## src/rtl/sound_pkg.sv

```systemverilog
`default_nettype none
// ============================================================================
// sound_pkg - constants and types shared by the APU sound blocks. Rev 1.0
// ============================================================================
package sound_pkg;

  localparam int SEQ_PRESCALE_512HZ = 64453;

  // Bit n set means step n issues that strobe.
  localparam logic [7:0] LEN_STEPS   = 8'b0101_0101;
  localparam logic [7:0] SWEEP_STEPS = 8'b0100_0100;
  localparam logic [7:0] ENV_STEPS   = 8'b1000_0000;

  typedef logic [2:0] seq_step_t;

endpackage
`default_nettype wire

```

## src/rtl/sound_frame_sequencer_if.sv

```systemverilog
`default_nettype none
// ============================================================================
// sound_frame_sequencer_if - enable/status inputs and tick outputs. Rev 1.0
// ============================================================================
interface sound_frame_sequencer_if;
  import sound_pkg::*;

  logic      I_SOUND_EN;
  logic [3:0] I_CH_ACTIVE;
  logic      I_DIV_BIT;
  logic      O_LENGTH_TICK;
  logic      O_SWEEP_TICK;
  logic      O_ENVELOPE_TICK;
  seq_step_t O_STEP;
  logic      O_CH_KILL;
  logic [7:0] O_NR52_DATA;

  modport master (
    output I_SOUND_EN, I_CH_ACTIVE, I_DIV_BIT,
    input  O_LENGTH_TICK, O_SWEEP_TICK, O_ENVELOPE_TICK, O_STEP, O_CH_KILL, O_NR52_DATA
  );

  modport slave (
    input  I_SOUND_EN, I_CH_ACTIVE, I_DIV_BIT,
    output O_LENGTH_TICK, O_SWEEP_TICK, O_ENVELOPE_TICK, O_STEP, O_CH_KILL, O_NR52_DATA
  );
endinterface
`default_nettype wire

```

## src/rtl/sound_seq_prescaler.sv

```systemverilog
`default_nettype none
// ============================================================================
// sound_seq_prescaler - one-cycle 512 Hz advance pulse; DIV falling-edge
// detector instead when SOUND_SEQ_DIV_SYNC_EN is defined. Rev 1.0
// ============================================================================
module sound_seq_prescaler #(
  parameter int PRESCALE = 64453,
  parameter int CNT_W    = 17
) (
  input  wire logic clk,
  input  wire logic rst,
  input  wire logic i_en,
`ifdef SOUND_SEQ_DIV_SYNC_EN
  input  wire logic i_div_bit,
`endif
  output logic      o_advance
);

`ifdef SOUND_SEQ_DIV_SYNC_EN
  // Tracks the DIV tap even while disabled so a rising enable sees no false edge.
  logic r_div_prev;

  always_ff @(posedge clk) begin
    if (rst) r_div_prev <= 1'b0;
    else     r_div_prev <= i_div_bit;
  end

  assign o_advance = i_en & r_div_prev & ~i_div_bit;
`else
  logic [CNT_W-1:0] r_cnt;
  logic             r_en_d;
  logic             w_wrap;

  assign w_wrap = (r_cnt == CNT_W'(PRESCALE - 1));

  // The first enabled cycle only arms the counter, so the first advance lands PRESCALE cycles later.
  always_ff @(posedge clk) begin
    if (rst) begin
      r_cnt  <= '0;
      r_en_d <= 1'b0;
    end else begin
      r_en_d <= i_en;
      if (!i_en)       r_cnt <= '0;
      else if (r_en_d) r_cnt <= w_wrap ? '0 : r_cnt + 1'b1;
    end
  end

  assign o_advance = i_en & r_en_d & w_wrap;
`endif

endmodule
`default_nettype wire

```

## src/rtl/sound_frame_sequencer.sv

```systemverilog
`default_nettype none
// ============================================================================
// sound_frame_sequencer - length/sweep/envelope tick scheduler and NR52 gating.
// Optional macro: SOUND_SEQ_DIV_SYNC_EN (advance on DIV falling edge). Rev 1.0
// ============================================================================
module sound_frame_sequencer
  import sound_pkg::*;
#(
  parameter int PRESCALE = SEQ_PRESCALE_512HZ,
  parameter int CNT_W    = 17
) (
  input  wire logic              I_CLK,
  input  wire logic              I_RESET,
  sound_frame_sequencer_if.slave bus
);

  logic      w_advance;
  seq_step_t r_step;
  seq_step_t r_out_step;
  logic      r_len;
  logic      r_sweep;
  logic      r_env;
  logic      r_kill;

  sound_seq_prescaler #(
    .PRESCALE (PRESCALE),
    .CNT_W    (CNT_W)
  ) u_prescaler (
    .clk       (I_CLK),
    .rst       (I_RESET),
    .i_en      (bus.I_SOUND_EN),
`ifdef SOUND_SEQ_DIV_SYNC_EN
    .i_div_bit (bus.I_DIV_BIT),
`endif
    .o_advance (w_advance)
  );

  always_ff @(posedge I_CLK) begin
    if (I_RESET) begin
      r_step     <= '0;
      r_out_step <= '0;
      r_len      <= 1'b0;
      r_sweep    <= 1'b0;
      r_env      <= 1'b0;
      r_kill     <= 1'b1;
    end else begin
      r_len   <= 1'b0;
      r_sweep <= 1'b0;
      r_env   <= 1'b0;
      r_kill  <= ~bus.I_SOUND_EN;
      if (!bus.I_SOUND_EN) begin
        r_step <= '0;
      end else if (w_advance) begin
        r_len      <= LEN_STEPS[r_step];
        r_sweep    <= SWEEP_STEPS[r_step];
        r_env      <= ENV_STEPS[r_step];
        r_out_step <= r_step;
        r_step     <= r_step + 3'd1;
      end
    end
  end

  assign bus.O_LENGTH_TICK   = r_len;
  assign bus.O_SWEEP_TICK    = r_sweep;
  assign bus.O_ENVELOPE_TICK = r_env;
  assign bus.O_STEP          = r_out_step;
  assign bus.O_CH_KILL       = r_kill;
  assign bus.O_NR52_DATA     = {bus.I_SOUND_EN, 3'b111, bus.I_CH_ACTIVE & {4{bus.I_SOUND_EN}}};

endmodule
`default_nettype wire
```

## src/flat_wrapper.sv

```systemverilog
// flat-port wrapper written by rule: the top's interface ports become plain ports
module sound_frame_sequencer_flat import sound_pkg::*;
#(
  parameter int PRESCALE = SEQ_PRESCALE_512HZ,
  parameter int CNT_W    = 17
)
  (I_CLK, I_RESET, bus_I_SOUND_EN, bus_I_CH_ACTIVE, bus_I_DIV_BIT, bus_O_LENGTH_TICK, bus_O_SWEEP_TICK, bus_O_ENVELOPE_TICK, bus_O_STEP, bus_O_CH_KILL, bus_O_NR52_DATA);
  sound_frame_sequencer_if bus_i ();
  input  wire logic I_CLK;
  input  wire logic I_RESET;
  input wire logic [$bits(bus_i.I_SOUND_EN)-1:0] bus_I_SOUND_EN;
  input wire logic [$bits(bus_i.I_CH_ACTIVE)-1:0] bus_I_CH_ACTIVE;
  input wire logic [$bits(bus_i.I_DIV_BIT)-1:0] bus_I_DIV_BIT;
  output wire logic [$bits(bus_i.O_LENGTH_TICK)-1:0] bus_O_LENGTH_TICK;
  output wire logic [$bits(bus_i.O_SWEEP_TICK)-1:0] bus_O_SWEEP_TICK;
  output wire logic [$bits(bus_i.O_ENVELOPE_TICK)-1:0] bus_O_ENVELOPE_TICK;
  output wire logic [$bits(bus_i.O_STEP)-1:0] bus_O_STEP;
  output wire logic [$bits(bus_i.O_CH_KILL)-1:0] bus_O_CH_KILL;
  output wire logic [$bits(bus_i.O_NR52_DATA)-1:0] bus_O_NR52_DATA;
  assign bus_i.I_SOUND_EN = bus_I_SOUND_EN;
  assign bus_i.I_CH_ACTIVE = bus_I_CH_ACTIVE;
  assign bus_i.I_DIV_BIT = bus_I_DIV_BIT;
  assign bus_O_LENGTH_TICK = bus_i.O_LENGTH_TICK;
  assign bus_O_SWEEP_TICK = bus_i.O_SWEEP_TICK;
  assign bus_O_ENVELOPE_TICK = bus_i.O_ENVELOPE_TICK;
  assign bus_O_STEP = bus_i.O_STEP;
  assign bus_O_CH_KILL = bus_i.O_CH_KILL;
  assign bus_O_NR52_DATA = bus_i.O_NR52_DATA;
  sound_frame_sequencer #(.PRESCALE(PRESCALE), .CNT_W(CNT_W)) u_core (.I_CLK(I_CLK), .I_RESET(I_RESET), .bus(bus_i));
endmodule
```

## config.mk

```make
export PLATFORM = sky130hd
export DESIGN_NAME = sound_frame_sequencer_flat
export DESIGN_NICKNAME = d
export VERILOG_FILES = /design/src/rtl/sound_pkg.sv /design/src/rtl/sound_frame_sequencer_if.sv /design/src/rtl/sound_seq_prescaler.sv /design/src/rtl/sound_frame_sequencer.sv /design/src/flat_wrapper.sv
export SDC_FILE = /design/constraint.sdc
export NUM_CORES = 1
export LEC_CHECK = 0
export CAP_MARGIN = 20
export CORE_MARGIN = 1.5
export CORE_UTILIZATION = 30
export DETAILED_ROUTE_END_ITERATION = 16
export GPL_TIMING_DRIVEN = 0
export HOLD_SLACK_MARGIN = 0.08
export PLACE_DENSITY = 0.6
export SLEW_MARGIN = 15
export SYNTH_ARGS = -nofsm -noshare
export SYNTH_HDL_FRONTEND = slang
export SYNTH_SLANG_ARGS = --single-unit
export TNS_END_PERCENT = 100
```

## constraint.sdc

```tcl
create_clock -name I_CLK -period 2.3 [get_ports I_CLK]
set_input_delay 0.69 -clock I_CLK [delete_from_list [all_inputs] [get_ports I_CLK]]
set_output_delay 0.69 -clock I_CLK [all_outputs]
set_load 0.05 [all_outputs]
```

Yosys cells after proc, flatten, opt, wreduce, memory -nomap -nowiden
Memories as Yosys holds them, arrays and structs flattened. A register that Yosys moved wholly into a read port is not among the register bits.
Cells that the tools add are included.
W data, S select, Z words.
- flip-flop bits (word level): 25
- memory bits (read-only): 24
- input port bits: 8
- output and inout port bits: 15
- memories: 3
- memories (name ; depth ; bits a word ; read ports ; clocked after memory_dff ; write ports ; RTL line ; RTL):
    (no name shown) ; 8 ; 1 ; 1 ; 1 ; 0 ; sound_frame_sequencer.sv:56 ; r_env <= ENV_STEPS[r_step];
    (no name shown) ; 8 ; 1 ; 1 ; 1 ; 0 ; sound_frame_sequencer.sv:54 ; r_len <= LEN_STEPS[r_step];
    (no name shown) ; 8 ; 1 ; 1 ; 1 ; 0 ; sound_frame_sequencer.sv:55 ; r_sweep <= SWEEP_STEPS[r_step];
- $add $sub $neg: 2
- equal/unequal tests: 1
- multiplexer cells: 1
- bitwise logic cells: 5
- reductions and logical operators: 3
- operator list (kind ; count):
    $add A17 B1 Y17 const B ; 1
    $eq A17 B16 Y1 const B ; 1
    $mux W17 ; 1
    $and A4 B4 Y4 ; 1
    $add A3 B1 Y3 const B ; 1
    $reduce_or A3 Y1 ; 1
    $and A1 B1 Y1 ; 2
    $not A1 Y1 ; 2
    $reduce_and A2 Y1 ; 1
    $reduce_or A2 Y1 ; 1

Depth between registers and ports, before layout
Gate-level depths: netlist of the first run.
- depth in word-level cells: 4
- depth in mapped cells: 7
- mapped depth without buffers: 6

By module
From an unflattened synthesis of the first run, not the netlist that was laid out.
- cell total of the unflattened synthesis: 143
- area, all modules: 1358.8 um2
- modules (own cells, without submodules) (module ; times used ; cells each ; area each (um2) ; sequential area each (um2)):
    sound_seq_prescaler ; 1 ; 97 ; 897.1 ; 360.3
    sound_frame_sequencer ; 1 ; 46 ; 461.7 ; 200.2

Worst setup path after synthesis of the first run
OpenSTA, ideal clock, no wires.
- path kind: in2out
- start: in bus_I_SOUND_EN
- end: out bus_O_NR52_DATA[1]
- arrival: 1376 ps
- data required time: 1610 ps
- setup slack: 234 ps
- stages: 2
- cells stage by stage: clkbuf_1 and2_1
- word-level cells in the longest chain between the ends: 1
- RTL lines (element ; RTL line ; RTL):
    from (decl) ; flat_wrapper.sv:11 ; input wire logic [$bits(bus_i.I_SOUND_EN)-1:0] bus_I_SOUND_EN;
    $and A4 B4 Y4 ; sound_frame_sequencer.sv:68 ; assign bus.O_NR52_DATA = {bus.I_SOUND_EN, 3'b111, bus.I_CH_ACTIVE & {4{bus.I_SOUND_EN}}};
    to (decl) ; flat_wrapper.sv:19 ; output wire logic [$bits(bus_i.O_NR52_DATA)-1:0] bus_O_NR52_DATA;
No other way between the ends.

Worst setup path after layout of the first run
- start: in bus_I_CH_ACTIVE[1]
- end: out bus_O_NR52_DATA[1]
- word-level cells in the longest chain between the ends: 1
- RTL lines (element ; RTL line ; RTL):
    from (decl) ; flat_wrapper.sv:12 ; input wire logic [$bits(bus_i.I_CH_ACTIVE)-1:0] bus_I_CH_ACTIVE;
    $and A4 B4 Y4 ; sound_frame_sequencer.sv:68 ;
No other way between the ends.

==> results.md, run 1 <==
- # IOs: 23
- Status: finished, final reports clean
- PortBufs: 18
- Synth unique cells: 29
- CTS clk-pin slew, worst paths: about 0.090 ns
- Seq/Total Area, Yosys: between 40% and 50%
- Synth Instances: 150
- P&R area growth vs syn: 23.2%
- CTS tree: done
- Starting Density: between 30 and 40%
- Launch point of the worst path: bus_I_CH_ACTIVE[1]
- HP Class: reg -> reg
- Die area: between 4000 and 5000 µm²
- Pwr dens: 508 nW/µm²
- Syn Std Cell Area: about 1300 µm²
- Routed wire length: around 2.7 mm
- Slew Limit Fails: 0
- CTS max path bufs: 2
- Antenna-violating nets left: 0
- First drt pass iteration count: 4
- Leakage power: ~0.55 nW
- Syn. warnings: 0
- MaxCap Viol Count: 0
- Setup TNS: 0 ns
- Worst EP required: between 1.5 and 2 ns
- Number of global-route vias before repair: around 1000
- # hold bufs at CTS: 0
- Row count: 24
- Die Ht: 69.7 µm
- WP data arrival: 1.43 ns
- Final core occ: between 30% and 40%
- First-pass GRT wire length: between 4 and 5 mm
- Clock sink count: 28
- CTS Buf Count: 3
- Post-DP HPWL: ~1.9 mm
- Core box area: ~4300 µm²
- Crit end category: output pin
- Clock insertion delay at the later pin of the skew report: approximately 0.27 ns
- Crit path kind: in -> out
- Via density: roughly 5.0
- Pwr Total: about 0.00084 W
- Grt total ovfl: 0
- Fin nets: around 190
- Largest net degree at the start of global routing: 15
- Share of post-route cells with drive strength above 1: 11.5%
- # diodes: 0
- Worst Hold Launch: u_core.bus.O_STEP[0]
- Fin worst setup slack: ~0.18 ns
- Initial antenna violation count: 0
- Iteration-0 DRC Markers: 46
- R2r startpoint: u_core.u_prescaler.r_cnt[0]
- Pre-CTS WS: -0.865 ns
- DRC viols: 0
- Fin. Hold Viols: 0
- Minimum clock period: 2.12 ns
- Die X: roughly 70 µm
- Final setup violation count: 0
- Period utilization: 92.1%
- RSZ-0062 raised after global routing: false
- Clock skew: 0.00413 ns
- Wirelength per Cell: between 10 and 15 µm
- Largest vdd supply drop: between 0.3 and 0.4 mV
- Most frequent cells in the layout: dfxtp_1, nor2_1, nand4_1
- Max frequency: ~0.47 GHz
- Tot GR Track Use: 11.9%
- Synthesized flop and latch total: 28
- DR vias: between 1000 and 1500
- Clock root buffer: clkbuf_8
- RePlAce Congestion: roughly 0.86
- Average size of a mapped cell: between 8 and 9 µm²
- Largest fanout on the critical path: 1
- Startpoint types: primary input
- H-tree Lvls: 1
- Commonest non-fill, non-tap cell in the layout: dfxtp_1
[per-stage QoR]
step	hold slack, ns	std cells	area, µm²
2_1_floorplan	0.448	152	1340
3_3_place_gp	0.458	222	1590
3_5_place_dp	0.466	222	1590
4_1_cts	0.482	226	1650
5_1_grt	0.504	226	1650
6_report	0.480	226	1650
[logic make-up (layout without fill, tap and decap cells)]
family,count (synthesis),count (layout),share of synthesized area [%]
compound gates,17,17,7.03
simple gates,72,72,32.1
flops,28,28,42.0
buf+inv,13,35,4.97
other cells,1,3,0.281
xor+xnor,14,14,9.18
mux,1,1,0.750
fa+ha+maj,4,4,3.75
[cells in the mapped netlist]
library cell	count	area share, %
nand2b_1	1	0.47
inv_1	5	1.4
or4_1	2	1.1
and2_1	6	2.8
o21ai_0	6	2.2
o31ai_1	2	1.1
xnor2_1	8	5.2
mux2i_1	1	0.75
conb_1	1	0.28
nand4_4	1	1.6
clkbuf_1	2	0.56
nor3_1	5	1.9
nor4b_4	1	1.8
buf_2	2	0.75
dfxtp_1	28	42
o21ai_2	1	0.66
nor4_1	4	1.9
nand4_1	13	6.1
buf_4	4	2.2
a21oi_1	8	3.0
xor2_1	6	3.9
and4_1	4	2.6
nor3b_2	1	0.94
ha_1	4	3.7
and3_1	1	0.47
or3_1	2	0.94
nand2_1	7	2.0
nand3_1	8	3.0
nor2_1	16	4.5
[cell type report]
class / count / area, µm²
fillers: 461 / 2680
inverters: 5 / 18.8
multi-input cells: 111 / 716
well taps: 52 / 65.1
repair buffers: 19 / 186
clock buffers: 3 / 41.3
plain buffers: 8 / 57.6
flip-flops and latches: 28 / 561
[critical path, stage by stage]
cell and delay [ns]:
clkdlybuf4s50_1 0.45, and2_1 0.13, buf_6 0.15
[final timing paths]
check / endpoint / slack [ns] / cells after the start
hold reg to reg: u_core.bus.O_STEP[0] / 0.48 / 2
setup reg to reg: u_core.u_prescaler.r_cnt[14] / 0.36 / 7
setup / recovery: bus_O_NR52_DATA[1] / 0.18 / 3
hold / removal: u_core.bus.O_STEP[0] / 0.48 / 2
[flip-flops by register name, summed over array words and instances (netlist names)]
register / count
u_core.r_step: 3
u_core.bus.O_LENGTH_TICK: 1
u_core.u_prescaler.r_cnt: 17
u_core.bus.O_ENVELOPE_TICK: 1
u_core.bus.O_SWEEP_TICK: 1
u_core.u_prescaler.r_en_d: 1
u_core.bus.O_STEP: 3
u_core.bus.O_CH_KILL: 1
[power breakdown]
group | switching [W] | internal, W
logic | 0.0000507 | 0.0000323
registers | 0.00000155 | 0.000487
clock network | 0.000147 | 0.000118
[routing by layer]
layer / up-vias / track usage [%] / wire [µm]
li1: 578 / - / -
met5: - / 0 / 0
met2: 24 / 17.6 / 1170
met1: 514 / 17.1 / 1330
met3: 4 / 3.34 / 121
met4: 0 / 2.99 / 33
[timing repair]
action | in CTS | in global routing
resized for setup | 37 | 0
buffers inserted | 1 | 0
endpoints found under the setup margin | 5 | 0
No activity file was read; power rests on OpenSTA's default activity.
==> run 2: changes to the inputs <==
--- a/config.mk
+++ b/config.mk
@@ -12,6 +12,8 @@
 export GPL_TIMING_DRIVEN = 0
 export HOLD_SLACK_MARGIN = 0.08
 export PLACE_DENSITY = 0.6
+export REMOVE_ABC_BUFFERS = 1
+export SETUP_SLACK_MARGIN = 0.05
 export SLEW_MARGIN = 15
 export SYNTH_ARGS = -nofsm -noshare
 export SYNTH_HDL_FRONTEND = slang
==> results.md, run 2 (synthesis gave the netlist of run 1 again) <==
- Startpoint types: primary input
- # hold bufs at CTS: 0 (unchanged)
- Share of post-route cells with drive strength above 1: 8.43% (-3.1 points)
- Period utilization: 95.4% (+3.3 points)
- Die Ht: 69.7 µm (unchanged)
- Post-DP HPWL: 1.84 mm (-3.9%)
- First drt pass iteration count: 4 (unchanged)
- Most frequent cells in the layout: dfxtp_1, nor2_1, nand4_1
- Crit end category: output pin
- Clk network pwr share: 41.3% (+9.7 points)
- Biggest register: u_core.u_prescaler.r_cnt
- Core box area: 4320 µm² (unchanged)
- Clock root buffer: clkbuf_8
- Post-route cell area: 1590 µm² (-3.5%)
- Crit path kind: in -> out
- Fillers: 481 (+4.3%)
- Number of global-route vias before repair: 986 (-2.3%)
- DR vias: 1103 (-1.5%)
- Largest net degree at the start of global routing: 18 (+3)
- WP data arrival: 1.50 ns (+0.07 ns)
- Initial antenna violation count: 0 (unchanged)
- WHS: 0.484 ns (+0.00437 ns)
- Grt total ovfl: 0 (unchanged)
- Largest vdd supply drop: 0.600 mV (+92%)
- CTS Buf Count: 3 (unchanged)
- RePlAce Congestion: 0.753 (-12%)
- Clock insertion delay at the later pin of the skew report: 0.28 ns (about the same)
- DRC viols: 0 (unchanged)
- Slowest stage delay, CP: 0.45 ns (about the same)
- CTS max path bufs: 2 (unchanged)
- # IOs: 23 (unchanged)
- CTS clk-pin slew, worst paths: 0.10 ns (about the same)
- P&R area growth vs syn: 18.9%
- Slew Limit Fails: 0 (unchanged)
- Switching pwr: 0.000206 W (+3.7%)
- Die area: 4860 µm² (unchanged)
- Leakage power: 0.518 nW (-5.4%)
- Fin worst setup slack: 0.106 ns (-0.0755 ns)
- Area of the multi-input gates: 716 µm² (unchanged)
- # diodes: 0 (unchanged)
- RSZ-0062 raised after global routing: false
- Slew at the pin closest to its max-slew limit: about 0.7 ns
- HP Class: reg -> reg
- Die X: 69.7 µm (unchanged)
- Antenna-violating nets left: 0 (unchanged)
- Max reg flops: 17 (unchanged)
- Routed wire length: 2.51 mm (-5.3%)
- Fin. Hold Viols: 0 (unchanged)
- MaxCap Viol Count: 0 (unchanged)
- Pwr dens: 596 nW/µm² (+17%)
- Dpl cell area: 1540 µm² (-3.0%)
- Sequential share of power: 51.9% (-6.6 points)
- Max frequency: 0.456 GHz (-3.4%)
- Minimum clock period: 2.19 ns (+0.0755 ns)
- Delay-heaviest family, CP: buffers and inverters
- Clock skew: 0.00527 ns (+0.00115 ns)
- Wirelength per Cell: 11.5 µm (-1.9%)
- H-tree Lvls: 1 (unchanged)
- Worst slew margin: between 50% and 60%
- Internal: 0.000740 W (+16%)
- Switching Share: 21.8% (-2.0 points)
- Status: finished, final reports clean
- Part of the power in combinational logic: 6.9% (-3.0 points)
- Storage element area: 561 µm² (unchanged)
- Commonest non-fill, non-tap cell in the layout: dfxtp_1
- Largest fanout on the critical path: 1 (unchanged)
- First-pass GRT wire length: 4.51 mm (-6.0%)
- Fin nets: 179 (-4.8%)
- Clock sink count: 28 (unchanged)
- PortBufs: 18 (unchanged)
- Post CTS Setup Buffer Count: 0 (-1)
- Crit path depth: 3 (unchanged)
- Iteration-0 DRC Markers: 59 (+28%)
- Starting Density: 30.9% (unchanged)
- Row count: 24 (unchanged)
- WP buf/inv: 2 (unchanged)
- Pre-CTS WS: -0.722 ns (+0.143 ns)
- Tot GR Track Use: 11.1% (-0.80 points)
- Final setup violation count: 0 (unchanged)
- Worst EP required: 1.61 ns (about the same)
- Final core occ: 36.7% (-1.3 points)
- R2R depth: 6 (-1)
- Setup TNS: 0 ns (unchanged)
- CTS tree: done
- Slowest-stage cell, CP: clkdlybuf4s50_1
- Via density: 5.06 (+2.1%)
- Critical path, cell by cell: clkdlybuf4s50_1, and2_1, buf_2
- Cells on Worst Hold Path: 2 (unchanged)
[run 2: through the flow]
step                      total power, W  std cells
after floorplan                 0.000541        144
after global placement          0.000572        214
after detailed placement        0.000572        214
after CTS                       0.000957        218
after global routing            0.000981        218
final                           0.000946        218
[run 2: area by class of cell]
cell class | count | share of cell area [%]
multi-input combinational | 111 | 45.1
sequential | 28 | 35.3
inverter | 5 | 1.18
tap | 52 | 4.10
clock inverter | 1 | 1.89
clock buffer | 3 | 2.60
timing repair buffer | 18 | 9.85
[run 2: layer usage]
layer	part of all wire, %	vias to the layer above	track usage, %
met1	48	518	14.7
met4	0.40	0	1.28
met2	45	26	18.2
met3	6.2	2	3.78
met5	0	-	0
li1	-	557	-
[run 2: worst register-to-register path, stage by stage, from the launching register on]
cell,delay [ns]
dfxtp_1,0.37
inv_1,0.07
ha_1,0.14
nor4b_4,0.26
nand4_4,0.22
o21ai_2,0.62
nor2_1,0.11
[run 2: timing repair]
action                                  in CTS  in global routing
endpoints found under the hold margin        0                  0
gates resized for setup                     25                  1
endpoints found under the setup margin       5                  2
cloned                                       0                  0
[run 2: power by group through the flow]
stage               Sequential, W  Clock [W]  Combinational (W)
finish                   0.000491   0.000390          0.0000648
global route             0.000492   0.000419          0.0000696
CTS                      0.000491   0.000401          0.0000660
detailed placement       0.000502          0          0.0000698
global placement         0.000502          0          0.0000698
floorplan                0.000504          0          0.0000369
[run 2: final timing paths]
check	startpoint	slack (ns)	endpoint
worst max-delay path	bus_I_CH_ACTIVE[3]	0.11	bus_O_NR52_DATA[3]
worst min register to register	u_core.bus.O_STEP[0]	0.48	u_core.bus.O_STEP[0]
worst min-delay path	u_core.bus.O_STEP[0]	0.48	u_core.bus.O_STEP[0]
worst max register to register	u_core.u_prescaler.r_cnt[0]	0.37	u_core.u_prescaler.r_cnt[13]
==> run 3: changes to the inputs <==
--- a/config.mk
+++ b/config.mk
@@ -14,6 +14,7 @@
 export PLACE_DENSITY = 0.6
 export REMOVE_ABC_BUFFERS = 1
 export SETUP_SLACK_MARGIN = 0.05
+export SKIP_LAST_GASP = 1
 export SLEW_MARGIN = 15
 export SYNTH_ARGS = -nofsm -noshare
 export SYNTH_HDL_FRONTEND = slang
==> results of run 3 <==
The final DEF is identical to that of run 2; final timing and power are the same.
